### src/rtl/drive_controller.sv
// Ignition and gear-selector sequencer: crank timing, shift interlocks, fuel-out stall.
// Optional idle stop-and-go is compiled in with `define IDLE_STOP_EN.
module drive_controller #(
  parameter int CRANK_SEC     = 2,
  parameter int IDLE_STOP_SEC = 3
) (
  input  logic       clk,
  input  logic       rst,
  input  logic       tick_1sec,
  input  logic       start_btn,
  input  logic       shift_up,
  input  logic       shift_down,
  input  logic       is_brake_normal,
  input  logic       is_brake_hard,
  input  logic [7:0] speed,
  input  logic [7:0] fuel,
  output logic       engine_on,
  output logic [3:0] current_gear,
  output logic [1:0] eng_state,
  output logic       shift_reject,
  output logic       stall
);

  typedef enum logic [1:0] {
    S_OFF   = 2'd0,
    S_CRANK = 2'd1,
    S_RUN   = 2'd2,
    S_ISG   = 2'd3
  } state_t;

  localparam logic [3:0] G_P = 4'd3;
  localparam logic [3:0] G_R = 4'd6;
  localparam logic [3:0] G_N = 4'd9;
  localparam logic [3:0] G_D = 4'd12;

  state_t     r_state, w_state_nxt;
  logic [3:0] r_gear, w_gear_nxt;
  logic       r_reject, w_reject_nxt;
  logic       r_stall, w_stall_nxt;
  logic       r_engine_on;
  logic [2:0] r_crank_cnt, w_crank_nxt, w_crank_inc;

  logic w_brake, w_spd0, w_fuel0;
  logic w_up_only, w_dn_only, w_shift_req;
  logic [3:0] w_shift_gear;
  logic       w_shift_ok;

  assign w_brake     = is_brake_normal | is_brake_hard;
  assign w_spd0      = (speed == 8'd0);
  assign w_fuel0     = (fuel == 8'd0);
  assign w_up_only   = shift_up & ~shift_down;
  assign w_dn_only   = shift_down & ~shift_up;
  assign w_shift_req = w_up_only | w_dn_only;
  assign w_crank_inc = (r_crank_cnt == 3'd7) ? r_crank_cnt : r_crank_cnt + 3'd1;

`ifdef IDLE_STOP_EN
  logic [7:0] r_idle_cnt, w_idle_nxt, w_idle_inc;
  logic       w_idle_cond;
  assign w_idle_inc  = (r_idle_cnt == 8'hFF) ? r_idle_cnt : r_idle_cnt + 8'd1;
  assign w_idle_cond = (r_gear == G_D) & w_spd0 & w_brake;
`endif

  // Target gear of a single-direction shift and whether the interlocks allow it.
  always_comb begin
    w_shift_gear = r_gear;
    w_shift_ok   = 1'b0;
    if (w_up_only) begin
      case (r_gear)
        G_P: begin w_shift_gear = G_R; w_shift_ok = w_brake & w_spd0; end
        G_R: begin w_shift_gear = G_N; w_shift_ok = 1'b1; end
        G_N: begin w_shift_gear = G_D; w_shift_ok = 1'b1; end
        default: w_shift_ok = 1'b0;
      endcase
    end else if (w_dn_only) begin
      case (r_gear)
        G_D: begin w_shift_gear = G_N; w_shift_ok = 1'b1; end
        G_N: begin w_shift_gear = G_R; w_shift_ok = w_spd0; end
        G_R: begin w_shift_gear = G_P; w_shift_ok = w_spd0; end
        default: w_shift_ok = 1'b0;
      endcase
    end
  end

  always_comb begin
    w_state_nxt  = r_state;
    w_gear_nxt   = r_gear;
    w_reject_nxt = 1'b0;
    w_stall_nxt  = r_stall;
    w_crank_nxt  = r_crank_cnt;
`ifdef IDLE_STOP_EN
    w_idle_nxt   = r_idle_cnt;
`endif
    case (r_state)
      S_OFF: begin
        w_reject_nxt = w_shift_req;
        if (start_btn && w_brake && !w_fuel0 && (r_gear == G_P || r_gear == G_N)) begin
          w_state_nxt = S_CRANK;
          w_stall_nxt = 1'b0;
        end
      end
      S_CRANK: begin
        w_reject_nxt = w_shift_req;
        if (w_fuel0) begin
          w_state_nxt = S_OFF;
        end else if (tick_1sec) begin
          w_crank_nxt = w_crank_inc;
          if (int'(w_crank_inc) >= CRANK_SEC) w_state_nxt = S_RUN;
        end
      end
      S_RUN: begin
        // Fuel-out beats start, and start beats any shift in the same cycle.
        if (w_fuel0) begin
          w_state_nxt = S_OFF;
          w_stall_nxt = 1'b1;
        end else if (start_btn) begin
          if (w_spd0) begin
            w_state_nxt = S_OFF;
            w_gear_nxt  = G_P;
          end
        end else if (w_shift_req) begin
          if (w_shift_ok) w_gear_nxt = w_shift_gear;
          else            w_reject_nxt = 1'b1;
        end
`ifdef IDLE_STOP_EN
        if (w_state_nxt == S_RUN) begin
          if (!w_idle_cond) begin
            w_idle_nxt = 8'd0;
          end else if (tick_1sec) begin
            w_idle_nxt = w_idle_inc;
            if (int'(w_idle_inc) >= IDLE_STOP_SEC) w_state_nxt = S_ISG;
          end
        end
`endif
      end
      default: begin
`ifdef IDLE_STOP_EN
        if (w_fuel0) begin
          w_state_nxt = S_OFF;
          w_stall_nxt = 1'b1;
        end else if (start_btn) begin
          w_state_nxt = S_OFF;
          w_gear_nxt  = G_P;
        end else if (!w_brake || shift_up || shift_down) begin
          w_state_nxt = S_RUN;
        end
`else
        w_state_nxt = S_OFF;
`endif
      end
    endcase
    if (w_state_nxt != r_state) begin
      w_crank_nxt = 3'd0;
`ifdef IDLE_STOP_EN
      w_idle_nxt  = 8'd0;
`endif
    end
  end

  always_ff @(posedge clk or posedge rst) begin
    if (rst) begin
      r_state     <= S_OFF;
      r_gear      <= G_P;
      r_reject    <= 1'b0;
      r_stall     <= 1'b0;
      r_engine_on <= 1'b0;
      r_crank_cnt <= 3'd0;
    end else begin
      r_state     <= w_state_nxt;
      r_gear      <= w_gear_nxt;
      r_reject    <= w_reject_nxt;
      r_stall     <= w_stall_nxt;
      r_engine_on <= (w_state_nxt == S_RUN);
      r_crank_cnt <= w_crank_nxt;
    end
  end

`ifdef IDLE_STOP_EN
  always_ff @(posedge clk or posedge rst) begin
    if (rst) r_idle_cnt <= 8'd0;
    else     r_idle_cnt <= w_idle_nxt;
  end
`endif

  assign engine_on    = r_engine_on;
  assign current_gear = r_gear;
  assign eng_state    = r_state;
  assign shift_reject = r_reject;
  assign stall        = r_stall;

endmodule

### config.mk
export PLATFORM = sky130hd
export DESIGN_NAME = drive_controller
export DESIGN_NICKNAME = d
export VERILOG_FILES = /design/src/rtl/drive_controller.sv
export SDC_FILE = /design/constraint.sdc
export NUM_CORES = 1
export LEC_CHECK = 0
export ABC_CLOCK_PERIOD_IN_PS = 3500
export BUFFER_PORTS_ARGS = -buffer_cell sky130_fd_sc_hd__buf_2
export CELL_PAD_IN_SITES_DETAIL_PLACEMENT = 0
export CELL_PAD_IN_SITES_GLOBAL_PLACEMENT = 2
export CORE_UTILIZATION = 28
export CTS_CLUSTER_DIAMETER = 100
export DETAILED_ROUTE_END_ITERATION = 10
export HOLD_SLACK_MARGIN = 0.08
export PLACE_DENSITY_LB_ADDON = 0.08
export SETUP_SLACK_MARGIN = 0.3
export SYNTH_ARGS = -nofsm -noshare
export SYNTH_HDL_FRONTEND = slang
export SYNTH_SLANG_ARGS = --single-unit
### constraint.sdc
create_clock -name clk -period 3.5 [get_ports clk]
set_input_delay 0.525 -clock clk [delete_from_list [all_inputs] [get_ports clk]]
set_output_delay 0.525 -clock clk [all_outputs]
set_load 0.05 [all_outputs]
# ---- After elaboration in Yosys (flattened, before gate mapping)
# Cells that the tools add are included.
dict set report classes {
  eq_ne 14
  bitwise 8
  order_cmp 1
  n_reduce_logical 20
  mux 33
  addsub 1
}
# op n
set op_table {}
lappend op_table {{4-bit two-way mux} 6}
lappend op_table {{4-bit case mux with 3 select lines} 2}
lappend op_table {{8-bit logical NOT} 2}
lappend op_table {{3-bit two-way mux} 5}
lappend op_table {{2-bit two-way mux} 7}
lappend op_table {{2-bit nonzero test} 5}
lappend op_table {{4-bit equality test, second input constant} 2}
lappend op_table {{1-bit two-way mux} 8}
lappend op_table {{1-bit case mux with 2 select lines} 4}
lappend op_table {{8-bit AND reduction} 1}
lappend op_table {{2-bit case mux with 3 select lines} 1}
lappend op_table {{3-bit AND reduction} 2}
lappend op_table {{5-bit by 2-bit inequality test with 1-bit output, second input constant} 1}
lappend op_table {{5-bit nonzero test} 1}
lappend op_table {{2-bit equality test, second input constant} 2}
lappend op_table {{4-bit by 2-bit equality test with 1-bit output, second input constant} 1}
lappend op_table {{4-bit by 3-bit equality test with 1-bit output, second input constant} 1}
lappend op_table {{2-bit by 1-bit inequality test with 1-bit output, second input constant} 2}
lappend op_table {{2-bit inequality test, second input constant} 2}
lappend op_table {{2-bit OR reduction} 2}
lappend op_table {{3-bit by 1-bit adder with 3-bit output, second input constant} 1}
lappend op_table {{1-bit bitwise AND} 3}
lappend op_table {{3-bit equality test, second input constant} 1}
lappend op_table {{3-bit by 2-bit greater-or-equal comparator with 1-bit output, second input constant} 1}
lappend op_table {{other kinds (9)} 14}
dict set report word_totals {
  register_bits 12
  in_bits 24
  wordCells 83
  output_inout_bits 9
}

# ---- Longest topological paths before layout
dict set report logic_depth {
  depth_word 10
  mapped_depth 8
  ltp_nobuf 8
}

# ---- Worst setup path after synthesis
# No wires, ideal clock.
dict set report synth_timing {
  kind {register to register}
  startpoint {register r_gear[2], in the netlist current_gear[2]}
  endpoint {register r_gear[3], in the netlist current_gear[3]}
  stages_incl_launch_ff 7
  setup_time_ns 0.118
  required_ns 3.382
  n_path_buf 0
  setup_slack_ns 1.398
  arrival_ns 1.984
  period_less_slack_ns 2.102
  path_cell_list {dfrtp_1 and4bb_1 o2bb2ai_2 o21ai_2 a2111o_1 o21bai_1 a21o_1}
}
dict set report synth_via {
  elab_chain_cells 7
  word_cells_on_any_way 20
  cone_classes {eq/ne (5); mux (11); reduce/logical (4)}
}
# item line_no
set synth_rtl {}
lappend synth_rtl {{from (decl)} 37} ;# logic [3:0] r_gear, w_gear_nxt;
lappend synth_rtl {{from (signal assigned)} 169} ;# r_gear <= w_gear_nxt;
lappend synth_rtl {{4-bit equality test (tied with other cells)} {68, 75}}
lappend synth_rtl {{2-bit OR reduction (no source line) or 4-bit case mux with 3 select lines (tied branches)} n/a}
lappend synth_rtl {{1-bit case mux with 2 select lines or 4-bit two-way mux (tied branches)} {75, 74}}
lappend synth_rtl {{1-bit two-way mux or 4-bit two-way mux (tied branches)} {74, 67}}
lappend synth_rtl {{1-bit two-way mux or 4-bit two-way mux (tied branches)} {67, 121}}
lappend synth_rtl {{2-bit nonzero test (no source line) or 4-bit two-way mux (tied branches)} n/a}
lappend synth_rtl {{8-bit AND reduction (no source line) or 4-bit two-way mux (tied branches)} n/a}
# Several ways; a longest one is shown, not always the timed one. The select of a mux whose other input is x is not followed.
# A chain may end at the register's enable or synchronous reset.

# ---- Worst setup path in the final report
dict set report layout_timing {
  startpoint {input speed[5]}
  endpoint {register r_gear[2], in the netlist current_gear[2]}
}
dict set report layout_via {
  elab_chain_cells 6
  word_cells_on_any_way 9
  cone_classes {eq/ne (1); mux (4); bitwise (1); reduce/logical (3)}
}
# item line_no
set layout_rtl {}
lappend layout_rtl {{from (decl)} 15} ;# input logic [7:0] speed,
lappend layout_rtl {{8-bit logical NOT (*)} 49} ;# assign w_spd0 = (speed == 8'd0);
lappend layout_rtl {{1-bit case mux with 2 select lines or 1-bit bitwise AND (tied branches)} {75, 69}}
lappend layout_rtl {{1-bit two-way mux or 1-bit case mux with 2 select lines (tied branches)} {74, 68}}
lappend layout_rtl {{1-bit two-way mux} 67} ;# if (w_up_only) begin
lappend layout_rtl {{2-bit nonzero test (no source line)} n/a}
lappend layout_rtl {{8-bit AND reduction (no source line) (*)} n/a}
# Mark *: on every way between the ends. The rest lies on a longest branch, timed or not.

==> metrics.md <==
| Metric | Value |
|---|---|
| Drt wl/cell | `13.1 um` |
| RSZ-0062 raised after global routing | `false` |
| Sink Count | `12` |
| Largest area contributor in the netlist | `dfrtp_1` |
| Nets | `149` |
| Die X | `55.3 um` |
| Mean post-synth cell area | `9.35 um2` |
| Initial drt markers | `17` |
| Clock Tree Buf Depth | `2` |
| Synthesis-to-finish area growth | `29.4%` |
| # IOs | `33` |
| Wirelength, routed | `1980 um` |
| Initial antenna violation count | `0` |
| Register area share after synthesis | `38.1%` |
| Synth warn | `0` |
| Final HPWL DP | `1560 um` |
| Total core area | `0.00257 mm2` |
| PortBufs | `32` |
| Status | `finished, final reports clean` |
| Synth Register Bits | `12` |
| Total congestion overflow | `0` |
| FFs w/ async S/R, synth | `100%` |
| CTS tree | `done` |
| GPL Wtd Cong | `0.693` |
| Final Hold Vio Count | `0` |
| H-tree levels | `1` |
| Layout cell share with drive strength beyond 1 | `35.5%` |
| Post-synth top area share | `31.5%` |
| Via Count | `771` |
| Post-route antenna net violation count | `0` |
| Largest net degree at the start of global routing | `13` |
| CP Max Fanout | `4` |
| CP Capture Type | `flip-flop` |
| PwrDens | `552 mW/mm2` |
| GRT Overall Usage | `14.0%` |
| Worst-Margin Slew | `0.906 ns` |
| Post-Synth XOR/XNOR Area | `3.31%` |
| Post-synth EDFFs | `0` |
| Max-cap violations | `0` |
| DIE AREA | `0.00305 mm2` |
| Die Y | `55.3 um` |
| Worst-Skew Late Latency | `0.27 ns` |
| Rel. slew slack | `38.1%` |
| Fin Hold WS | `0.252 ns` |
| Setup tns final | `0 ns` |
| Largest family of logic cells by synthesized area | `compound AO/OA/AOI/OAI gates` |
| Post-synthesis cell type count | `37` |
| Post-synthesis adder-cell area fraction | `4.72%` |
| Ant diodes | `0` |
| Min Tclk post-route | `2.06 ns` |
| Slew Limit Fails | `0` |
| Mux cell area share after synthesis | `1.26%` |
| DRC | `0` |
| Dominant cells by area after synthesis | `dfrtp_1 31%, dfstp_2 6.6%, a21oi_1 5.7%` |
| Post-Syn Area | `795 um2` |
| TritonCTS buffer count | `3` |
| # setup viols final | `0` |
| Achievable frequency | `0.486 GHz` |
| CTS root buf | `clkbuf_4` |
| Final Cycle Share | `58.8%` |
| Worst path arrival time | `2.22 ns` |
| Critical path data required time | `3.66 ns` |
| Compound-Gate Fraction of Synth Area | `25.0%` |
| CP startpoint kind | `primary input` |
| Clock Skews | `0.0123 ns` |
| Hold_buf cts | `0` |
| First-pass GRT wire length | `3500 um` |
| Vias per cell | `5.11` |
| Worst hold path class | `primary input to asynchronous set/reset pin` |
| Mapped Nets | `112` |
| Max VDD drop | `0.000464 V` |
| 1st-pass router iterations | `4` |
| Clock-pin slew on the worst setup and hold paths | `0.09 ns` |
| # rows | `18` |
| Vias in the first global route | `806` |
| Post-Synth Simple-Gate Area | `24.7%` |
| Lkg Pwr | `0.524 nW` |
| PostCTS Resize Cnt | `0` |
| Syn Inst Count | `85` |
| Initial core utilization | `30.9%` |
| Crit Path Category | `primary input to flip-flop` |
| Post-CTS Setup Bufs | `0` |
| Top_reg_cell synth | `dfrtp_1` |
==> critical path: stages <==
cell      delay (ns)
buf_2           0.09
nor4_1          0.48
nand3_1         0.23
a2111o_1        0.46
o21bai_1        0.23
a21o_1          0.20
==> stage by stage <==
stage	utilization (%)	cell area (um2)	power [W]	instances	setup WS, ns
finish	40.1	1030	0.000568	151	1.44
global route	40.1	1030	0.000609	151	1.29
CTS	40.1	1030	0.000573	151	1.44
detailed placement	38.6	992	0.000459	147	1.15
global placement	38.6	992	0.000460	147	1.14
floorplan	-	795	0.000390	85	1.40
==> flip-flops by register name, indices dropped and copies added, names as in the netlist <==
signal	cells
current_gear	4
eng_state	2
engine_on	1
r_crank_cnt	3
shift_reject	1
stall	1
==> final cells by class <==
class | instances | area, um2
flip-flops and latches | 12 | 303
fillers | 284 | 1540
repair buffers | 32 | 160
inverters | 6 | 22.5
clock buffers | 4 | 36.3
multi-input cells | 67 | 469
well taps | 30 | 37.5
==> cell usage in the layout (no fill, tap or decap) <==
master,count
clkbuf_8,1
o31ai_1,1
and2_1,1
a21o_1,3
nand3_1,2
buf_2,32
a2111oi_0,1
o21ai_2,1
o21bai_1,1
xnor2_1,3
nor2_2,1
a22o_1,2
and2b_1,1
clkbuf_4,3
dfstp_2,2
nor3_1,2
or4_1,3
dfrtp_1,10
nor2b_1,3
nor2_1,7
o21a_1,1
o2111ai_1,1
and4bb_1,2
nand2_1,5
nand3b_1,1
o21ai_1,1
a21bo_2,1
o2bb2ai_2,1
mux2i_1,1
ha_1,3
a2111o_1,1
or3_1,1
a32o_1,1
nand4_1,1
a21oi_1,9
nor4_2,1
nor4_1,2
o21ai_0,1
inv_1,6
a41oi_1,1
==> Yosys cell counts (2+ instances only) <==
cell and count:
dfrtp_1 10, a21oi_1 9, nor2_1 7, inv_1 6, nand2_1 5, a21o_1 3, ha_1 3, nor2b_1 3
or4_1 3, xnor2_1 3, a22o_1 2, and4bb_1 2, dfstp_2 2, nand3_1 2, nor3_1 2, nor4_1 2
==> where the power goes <==
| part | internal, W | switching, W |
|---|---|---|
| registers | 0.000172 | 0.0000365 |
| logic | 0.0000824 | 0.000164 |
| clock network | 0.0000631 | 0.0000485 |
==> kinds of logic (layout without fill, tap and decap cells) <==
family	Yosys count	in the layout
mux	1	1
compound gates	27	27
simple gates	33	33
fa+ha+maj	3	3
xor+xnor	3	3
buf+inv	6	42
flops	12	12
==> routing by layer <==
metal	vias up	track usage, %	routed length [um]
met5	-	0	0
met4	0	5.36	14
met3	2	1.41	66
met2	18	24.1	924
met1	358	18.0	971
li1	393	-	-
==> final timing paths <==
| path | from | end | slack [ns] | cells past startpoint |
|---|---|---|---|---|
| setup / recovery | speed[5] | current_gear[2] | 1.44 | 6 |
| hold / removal | rst | stall | 0.25 | 2 |
| setup reg to reg | current_gear[1] | current_gear[2] | 1.46 | 6 |
| hold reg to reg | current_gear[0] | current_gear[0] | 0.49 | 2 |
| max in group asynchronous | rst | current_gear[1] | 2.88 | 2 |
| min in group clk | current_gear[0] | current_gear[0] | 0.49 | 2 |
Note: power is estimated with default switching activity, not from simulation.
